## config.mk

```make
export PLATFORM = sky130hd
export DESIGN_NAME = multicycle_ctrl
export DESIGN_NICKNAME = d
export VERILOG_FILES = /design/src/rtl/multicycle_pkg.sv /design/src/rtl/multicycle_ctrl.sv
export SDC_FILE = /design/constraint.sdc
export NUM_CORES = 1
export LEC_CHECK = 0
export ABC_AREA = 1
export BUFFER_PORTS_ARGS = -buffer_cell sky130_fd_sc_hd__buf_4
export CAP_MARGIN = 5
export CORE_AREA = 3 3 52 49
export DETAILED_ROUTE_END_ITERATION = 8
export DIE_AREA = 0 0 55 52
export PLACE_DENSITY = 0.74
export SETUP_SLACK_MARGIN = 0.15
export SYNTH_ARGS = -nofsm -noshare
export SYNTH_HDL_FRONTEND = slang
export SYNTH_SLANG_ARGS = --single-unit
```

## constraint.sdc

```tcl
create_clock -name clk -period 2.3 [get_ports clk]
set_clock_uncertainty 0.1 [all_clocks]
set_input_delay 0.115 -clock clk [delete_from_list [all_inputs] [get_ports clk]]
set_output_delay 0.115 -clock clk [all_outputs]
set_load 0.1 [all_outputs]
```

## src/rtl/multicycle_pkg.sv

```systemverilog
// multicycle_pkg: shared state, opcode and datapath-select encodings for the multi-cycle RV32I sequencer
package multicycle_pkg;

    typedef enum logic [3:0] {
        S_BOOT,
        S_FETCH,
        S_DECODE,
        S_EXEC_R,
        S_EXEC_I,
        S_MEM_ADDR,
        S_MEM_RD,
        S_MEM_WR,
        S_WB_ALU,
        S_WB_MEM,
        S_BRANCH,
        S_HALT
    } ctrl_state_e;

    localparam logic [6:0] OP_R      = 7'b0110011;
    localparam logic [6:0] OP_IMM    = 7'b0010011;
    localparam logic [6:0] OP_LOAD   = 7'b0000011;
    localparam logic [6:0] OP_STORE  = 7'b0100011;
    localparam logic [6:0] OP_BRANCH = 7'b1100011;

    localparam logic [1:0] SRC_A_PC     = 2'b00;
    localparam logic [1:0] SRC_A_REG    = 2'b01;
    localparam logic [1:0] SRC_A_OLD_PC = 2'b10;

    localparam logic [1:0] SRC_B_REG  = 2'b00;
    localparam logic [1:0] SRC_B_FOUR = 2'b01;
    localparam logic [1:0] SRC_B_IMM  = 2'b10;

    localparam logic [2:0] IMM_LOAD   = 3'b000;
    localparam logic [2:0] IMM_STORE  = 3'b001;
    localparam logic [2:0] IMM_BRANCH = 3'b010;
    localparam logic [2:0] IMM_ARITH  = 3'b011;

    localparam logic [1:0] ALU_ADD    = 2'b00;
    localparam logic [1:0] ALU_BRANCH = 2'b01;
    localparam logic [1:0] ALU_RFUNCT = 2'b10;
    localparam logic [1:0] ALU_IFUNCT = 2'b11;

    // Moore outputs that depend only on the state (plus the latched opcode)
    typedef struct packed {
        logic       mem_req;
        logic       mem_we;
        logic       iord;
        logic       pc_src;
        logic       reg_write;
        logic       mem_to_reg;
        logic       illegal;
        logic [1:0] alu_src_a;
        logic [1:0] alu_src_b;
        logic [2:0] imm_sel;
        logic [1:0] alu_op;
    } ctrl_out_t;

    // Output decode for a given state; op only matters for the load/store immediate format
    function automatic ctrl_out_t state_outs(input ctrl_state_e s, input logic [6:0] op);
        ctrl_out_t o;
        o = '0;
        case (s)
            S_FETCH: begin
                o.mem_req   = 1'b1;
                o.alu_src_a = SRC_A_PC;
                o.alu_src_b = SRC_B_FOUR;
                o.alu_op    = ALU_ADD;
            end
            S_DECODE: begin
                o.alu_src_a = SRC_A_OLD_PC;
                o.alu_src_b = SRC_B_IMM;
                o.imm_sel   = IMM_BRANCH;
                o.alu_op    = ALU_ADD;
            end
            S_EXEC_R: begin
                o.alu_src_a = SRC_A_REG;
                o.alu_src_b = SRC_B_REG;
                o.alu_op    = ALU_RFUNCT;
            end
            S_EXEC_I: begin
                o.alu_src_a = SRC_A_REG;
                o.alu_src_b = SRC_B_IMM;
                o.imm_sel   = IMM_ARITH;
                o.alu_op    = ALU_IFUNCT;
            end
            S_MEM_ADDR: begin
                o.alu_src_a = SRC_A_REG;
                o.alu_src_b = SRC_B_IMM;
                o.imm_sel   = (op == OP_STORE) ? IMM_STORE : IMM_LOAD;
                o.alu_op    = ALU_ADD;
            end
            S_MEM_RD: begin
                o.mem_req = 1'b1;
                o.iord    = 1'b1;
            end
            S_MEM_WR: begin
                o.mem_req = 1'b1;
                o.mem_we  = 1'b1;
                o.iord    = 1'b1;
            end
            S_WB_ALU: o.reg_write = 1'b1;
            S_WB_MEM: begin
                o.reg_write  = 1'b1;
                o.mem_to_reg = 1'b1;
            end
            S_BRANCH: begin
                o.alu_src_a = SRC_A_REG;
                o.alu_src_b = SRC_B_REG;
                o.alu_op    = ALU_BRANCH;
                o.pc_src    = 1'b1;
            end
            S_HALT: o.illegal = 1'b1;
            default: ;
        endcase
        return o;
    endfunction

endpackage

```

## src/rtl/multicycle_ctrl.sv

```systemverilog
// multicycle_ctrl: Moore sequencer for a multi-cycle RV32I core; optional perf counters under MC_PERF_CNT_EN
module multicycle_ctrl
    import multicycle_pkg::*;
#(
    parameter int CNT_W = 32
) (
    input  logic       clk,
    input  logic       rst,
    input  logic [6:0] opcode,
    input  logic       branch_taken,
    input  logic       mem_ready,
    output logic       mem_req,
    output logic       mem_we,
    output logic       iord,
    output logic       ir_write,
    output logic       pc_write,
    output logic       pc_src,
    output logic       reg_write,
    output logic       mem_to_reg,
    output logic [1:0] alu_src_a,
    output logic [1:0] alu_src_b,
    output logic [2:0] imm_sel,
    output logic [1:0] alu_op,
    output logic       illegal
`ifdef MC_PERF_CNT_EN
    ,
    output logic [CNT_W-1:0] cycle_cnt,
    output logic [CNT_W-1:0] instret_cnt
`endif
);

    ctrl_state_e state, state_d;
    ctrl_out_t   outs;

    if (CNT_W < 1) begin : g_bad_cnt_w
        $error("CNT_W must be at least 1");
    end

    // Next state: memory states wait on mem_ready, DECODE dispatches on the opcode
    always_comb begin
        state_d = state;
        case (state)
            S_BOOT:     state_d = S_FETCH;
            S_FETCH:    state_d = mem_ready ? S_DECODE : S_FETCH;
            S_DECODE:   state_d = (opcode == OP_R)                           ? S_EXEC_R   :
                                  (opcode == OP_IMM)                         ? S_EXEC_I   :
                                  (opcode == OP_LOAD || opcode == OP_STORE)  ? S_MEM_ADDR :
                                  (opcode == OP_BRANCH)                      ? S_BRANCH   : S_HALT;
            S_EXEC_R:   state_d = S_WB_ALU;
            S_EXEC_I:   state_d = S_WB_ALU;
            S_MEM_ADDR: state_d = (opcode == OP_LOAD) ? S_MEM_RD : S_MEM_WR;
            S_MEM_RD:   state_d = mem_ready ? S_WB_MEM : S_MEM_RD;
            S_MEM_WR:   state_d = mem_ready ? S_FETCH : S_MEM_WR;
            S_WB_ALU:   state_d = S_FETCH;
            S_WB_MEM:   state_d = S_FETCH;
            S_BRANCH:   state_d = S_FETCH;
            S_HALT:     state_d = S_HALT;
            default:    state_d = S_BOOT;
        endcase
    end

    // State and registered Moore outputs; async reset kills mem_req/mem_we at once
    always_ff @(posedge clk or posedge rst) begin
        if (rst) begin
            state <= S_BOOT;
            outs  <= '0;
        end else begin
            state <= state_d;
            outs  <= state_outs(state_d, opcode);
        end
    end

    assign mem_req    = outs.mem_req;
    assign mem_we     = outs.mem_we;
    assign iord       = outs.iord;
    assign pc_src     = outs.pc_src;
    assign reg_write  = outs.reg_write;
    assign mem_to_reg = outs.mem_to_reg;
    assign alu_src_a  = outs.alu_src_a;
    assign alu_src_b  = outs.alu_src_b;
    assign imm_sel    = outs.imm_sel;
    assign alu_op     = outs.alu_op;
    assign illegal    = outs.illegal;

    // Strobes that fire in the completing fetch cycle or on a taken branch
    assign ir_write = (state == S_FETCH) && mem_ready;
    assign pc_write = ((state == S_FETCH) && mem_ready) || ((state == S_BRANCH) && branch_taken);

`ifdef MC_PERF_CNT_EN
    logic retire;

    assign retire = (state_d == S_FETCH) &&
                    (state == S_WB_ALU || state == S_WB_MEM || state == S_MEM_WR || state == S_BRANCH);

    // Active-cycle and retired-instruction counters, free-running with wrap
    always_ff @(posedge clk or posedge rst) begin
        if (rst) begin
            cycle_cnt   <= '0;
            instret_cnt <= '0;
        end else begin
            if (state != S_BOOT && state != S_HALT) cycle_cnt <= cycle_cnt + CNT_W'(1);
            if (retire) instret_cnt <= instret_cnt + CNT_W'(1);
        end
    end
`endif

endmodule

```

* Word-level counts from Yosys, hierarchy flattened
Cells that the tools add are included.
** Storage, ports and cells
- Memory bits (writable) :: 0
- Bits of input ports :: 11
- Register bits after elaboration :: 20
- Memories kept :: 0
- Bits in read-only memories :: 0
- Output and inout bits :: 18
- Word-level logic and storage cells :: 71
- Latch bits :: 0
** Cells by class
- Equal/unequal tests :: 27
- Magnitude comparators :: 0
- Reduce and logical (&&, ||, !) cells :: 12
- $mul :: 0
- Mux-type cells :: 20
- Shift-type cells :: 0
- Divide/modulo/power cells :: 0
- Bitwise operators :: 0
- Add/subtract/negate cells :: 0
** Operators by type and width (count)
- 4-bit by 3-bit equality test with 1-bit output, second input constant :: 8
- 4-bit equality test, second input constant :: 8
- 4-bit one-hot mux with 8 select lines :: 1
- 4-bit by 2-bit equality test with 1-bit output, second input constant :: 4
- 4-bit 2-to-1 mux :: 4
- 4-bit one-hot mux with 4 select lines :: 1
- 7-bit by 6-bit equality test with 1-bit output, second input constant :: 2
- 2-bit one-hot mux with 3 select lines :: 2
- 1-bit 2-to-1 mux :: 10
- 2-bit OR reduction :: 5
- 4-bit by 1-bit equality test with 1-bit output, second input constant :: 2
- 7-bit by 2-bit equality test with 1-bit output, second input constant :: 1
- 7-bit by 5-bit equality test with 1-bit output, second input constant :: 1
- 7-bit equality test, second input constant :: 1
- 4-bit logical NOT :: 1
- 4-bit OR reduction :: 1
- 3-bit 2-to-1 mux :: 1
- 3-bit OR reduction :: 1
- 1-bit logical AND :: 2
- 1-bit logical OR :: 2
- 2-bit 2-to-1 mux :: 1

* Depth between registers and ports, before layout
- Word-level depth :: 9
- Gate-level depth with buffers :: 9
- Gate-level depth less buffers :: 9

* Worst setup path before layout
No wires, ideal clock.
- Path kind :: register to output
- Start :: register state[0]
- End :: output pc_write
- Required time :: 2.085 ns
- Slack :: 0.712 ns
- Stages on the path, launching flop included :: 5
- Buffers on the path :: 0
- Arrival :: 1.373 ns
- Path through :: dfrtp_1 -> inv_1 -> nor2_2 -> nand3_2 -> nand2_1
** Between the ends
- Word-level cells in the longest chain between the ends :: 3
- Elaborated cells on any way between the ends :: 5
- Classes of those cells :: eq/ne (2); reduce/logical (3)
** RTL lines
- from (decl) :: RTL line multicycle_ctrl.sv:32 : ctrl_state_e state, state_d;
- from (signal assigned) :: RTL line multicycle_ctrl.sv:68 : state <= state_d;
- 4-bit by 1-bit equality test with 1-bit output / 4-bit equality test (equally long branches) :: RTL line multicycle_ctrl.sv:87 : assign pc_write = ((state == S_FETCH) && mem_ready) || ((state == S_BRANCH) && branch_taken);
- 1-bit logical AND :: RTL line multicycle_ctrl.sv:87
- 1-bit logical OR * :: RTL line multicycle_ctrl.sv:87
- to (decl) :: RTL line multicycle_ctrl.sv:16 : output logic pc_write,
Every way passes the cells marked *; elsewhere a longest branch is shown, timed or not.

* Worst setup path after layout
Same ends and word-level chain as after synthesis.

==> results.json <==
{
  "worst_setup_path_start_kind": "flop",
  "gpl.final_weighted_congestion": 0.9768,
  "initial_core_util": 0.4723,
  "die-height_um": 52,
  "non_filler_instance_count_after_layout": 173,
  "timing.max_cap.violations": 0,
  "grt_antenna_before_repair": 0,
  "synth.avg_cell_area_um2": 8.715,
  "outcome": "completed",
  "layout-drive-gt1-share": 0.4041,
  "std_cell_rows": 16,
  "maxSlewHeadroom": 0.5269,
  "dr_total_vias": 810,
  "leakage_power_figure_nw": 0.7509,
  "insertion_delay_ps": 300,
  "timing.setup.tns_ps": 0,
  "detail_route.wirelength_mm": 2.017,
  "setup_ws_ps": 554.6,
  "report.final.slew_viol_count": 0,
  "core_area_um2": 2122,
  "synth-seq-area-share": 0.4744,
  "post_synth_inst_count": 115,
  "leading_cell_types_by_total_area_after_synthesis": "sky130_fd_sc_hd__dfrtp_1, sky130_fd_sc_hd__inv_1, sky130_fd_sc_hd__nand2_1",
  "fillCellCount": 200,
  "required_ps": 2090,
  "pwr_density_cell_nw_per_um2": 1394,
  "synth_top_cell_by_area": "sky130_fd_sc_hd__dfrtp_1",
  "synth_edf_count": 0,
  "crit_path_end_kind": "output pin",
  "synth.lib_cells_used.distinct": 21,
  "layout.nets": 158,
  "synth_fp_nets": 126,
  "num_antenna_cells": 0,
  "fmaxAchievable_ghz": 0.5729,
  "worst_path_dominant_cell_family": "flip-flops",
  "worstPathMaxFanout": 6,
  "registers.top_by_ff_count": "state",
  "timing.critical_path.arrival_ps": 1530,
  "area_growth_syn_to_layout_pct": 26.59,
  "floorplan.io_pins": 29,
  "final-setup-viol-count": 0,
  "dieWidth_um": 55,
  "hold_viol_final": 0,
  "largest_register_ff_count": 4,
  "grt_util_all_layers": 0.1608,
  "inserted_clock_buffers": 3,
  "most_frequent_cells_in_the_layout": "sky130_fd_sc_hd__buf_4, sky130_fd_sc_hd__inv_1, sky130_fd_sc_hd__nand2_1",
  "numClockSinks": 19,
  "clk_pin_slew_ps": 110,
  "detailedPlace.worstSlack_ps": 753.0,
  "dr.pass1.iters": 6,
  "worst_path_largest_cell_delay_ps": 470,
  "synth-warning-count": 0,
  "min_period_ps": 1745,
  "ctsResizeCount": 0,
  "routedWlPerCell_um": 11.66,
  "postLayoutCellArea_um2": 1269,
  "grt_pass1_vias": 782,
  "cts_buffer_depth": 2,
  "vdd.ir_drop.worst_mv": 0.7814,
  "initialDrtViolationCount": 21,
  "drt-vias-per-instance": 4.682,
  "layout_commonest_cell": "sky130_fd_sc_hd__buf_4",
  "post-synth-top-area-fraction": 0.4744,
  "slowest_cell_on_the_critical_path": "sky130_fd_sc_hd__dfrtp_1",
  "synth_area_um2": 1002,
  "clockRootBuffer": "sky130_fd_sc_hd__clkbuf_4",
  "antenna_violating_nets_post_route": 0,
  "grt_pass1_wl_mm": 3.236,
  "timing.final.crit_share": 0.7589,
  "drc_viols": 0,
  "placed_cells": 168,
  "tightest_slew_ps": 708.9,
  "htree_levels": 1,
  "crit_chain": "inv_1, nor2_2, nand3_2, nand2_1, buf_4",
  "worst_hold_path_type": "input port to flop",
  "synth.ff_latch_count": 19,
  "postPlaceCellArea_um2": 1231,
  "cts_tree": "done",
  "port_buffers": 27,
  "full_die_area_um2": 2860,
  "final_core_util": 0.5979,
  "worstPathBufferInverterCount": 2,
  "largest_net_degree_at_the_start_of_global_routing": 20,
  "rsz0062_at_grt": "false",
  "post-dp-hpwl_mm": 1.667,
  "synth_ff_type": "sky130_fd_sc_hd__dfrtp_1",
  "synth-async-reset-ratio": 1.000,
  "timing.setup.critical_path_class": "flop to output pin",
  "grt-ovfl-total": 0
}
-- cells in the mapped netlist (2+ instances only) --
cell	instances
sky130_fd_sc_hd__dfrtp_1	19
sky130_fd_sc_hd__inv_1	21
sky130_fd_sc_hd__inv_2	3
sky130_fd_sc_hd__nand2_1	20
sky130_fd_sc_hd__nand2_2	6
sky130_fd_sc_hd__nand2_4	2
sky130_fd_sc_hd__nand3_1	10
sky130_fd_sc_hd__nand3_2	3
sky130_fd_sc_hd__nand3_4	2
sky130_fd_sc_hd__nand4_1	2
sky130_fd_sc_hd__nor2_1	11
sky130_fd_sc_hd__nor2_2	6
sky130_fd_sc_hd__o21ai_0	2
-- worst register-to-register path, cell delays in order, from the launching register on --
cell,delay [ps]
sky130_fd_sc_hd__dfrtp_1,450
sky130_fd_sc_hd__nor2_2,180
sky130_fd_sc_hd__o21ai_0,120
sky130_fd_sc_hd__nand2_1,100
sky130_fd_sc_hd__inv_1,40
sky130_fd_sc_hd__nor2_1,180
sky130_fd_sc_hd__nand3_4,140
sky130_fd_sc_hd__nand3_2,100
sky130_fd_sc_hd__nand3_1,60
-- routing by layer --
metal  vias up  part of all wire  global-route usage
met5         -                 0                   0
met4         0             0.016             0.07692
met3         2             0.059             0.03438
met2        28              0.51              0.2677
met1       369              0.42              0.1920
li1        411                 -                   -
-- cell type report --
cell class	instances	area [um^2]	share of cell area
repair buffers	28	212.7	0.1677
flip-flops and latches	19	475.5	0.3748
multi-input cells	71	429.2	0.3383
inverters	24	90.09	0.07101
well taps	27	33.78	0.02663
clock inverters	1	5.005	0.003945
clock buffers	3	22.52	0.01775
-- logic make-up (layout without fill, tap and decap cells) --
kind of cell | after synthesis | in the layout | synth area share
flip-flops | 19 | 19 | 0.4744
other | 1 | 1 | 0.003742
AO/OA/AOI/OAI | 4 | 4 | 0.03496
AND/OR/NAND/NOR | 66 | 66 | 0.3895
buffers and inverters | 25 | 56 | 0.09738
-- path summary, 6_finish.rpt --
path	start	to	slack [ps]	depth (start not counted)
hold / removal	mem_ready	mem_to_reg	8	3
min in group asynchronous	rst	imm_sel[0]	370	3
max in group asynchronous	rst	state[3]	1280	3
hold reg to reg	state[3]	iord	550	3
setup / recovery	state[0]	pc_write	550	5
setup reg to reg	state[2]	alu_src_a[0]	720	8
-- where the power goes --
part           switching (mW)  leakage, nW  total [mW]  internal, mW
sequential             0.0503        0.253       0.467         0.417
combinational           0.877        0.480        1.13         0.248
clock                   0.110       0.0177       0.175        0.0650
-- per-stage QoR --
stage | hold WS, ps | power, mW
floorplan | -33.87 | 1.386
global placement | 159.9 | 1.584
detailed placement | 172.0 | 1.603
CTS | 2.257 | 1.780
global route | 10.90 | 1.870
finish | 8.453 | 1.768
-- what timing repair did --
| item | in CTS | in global routing |
|---|---|---|
| hold buffers | 1 | 0 |
| buffers inserted | 0 | 0 |
| hold endpoints to repair | 19 | 0 |
Power figures use the tool's default switching activity.
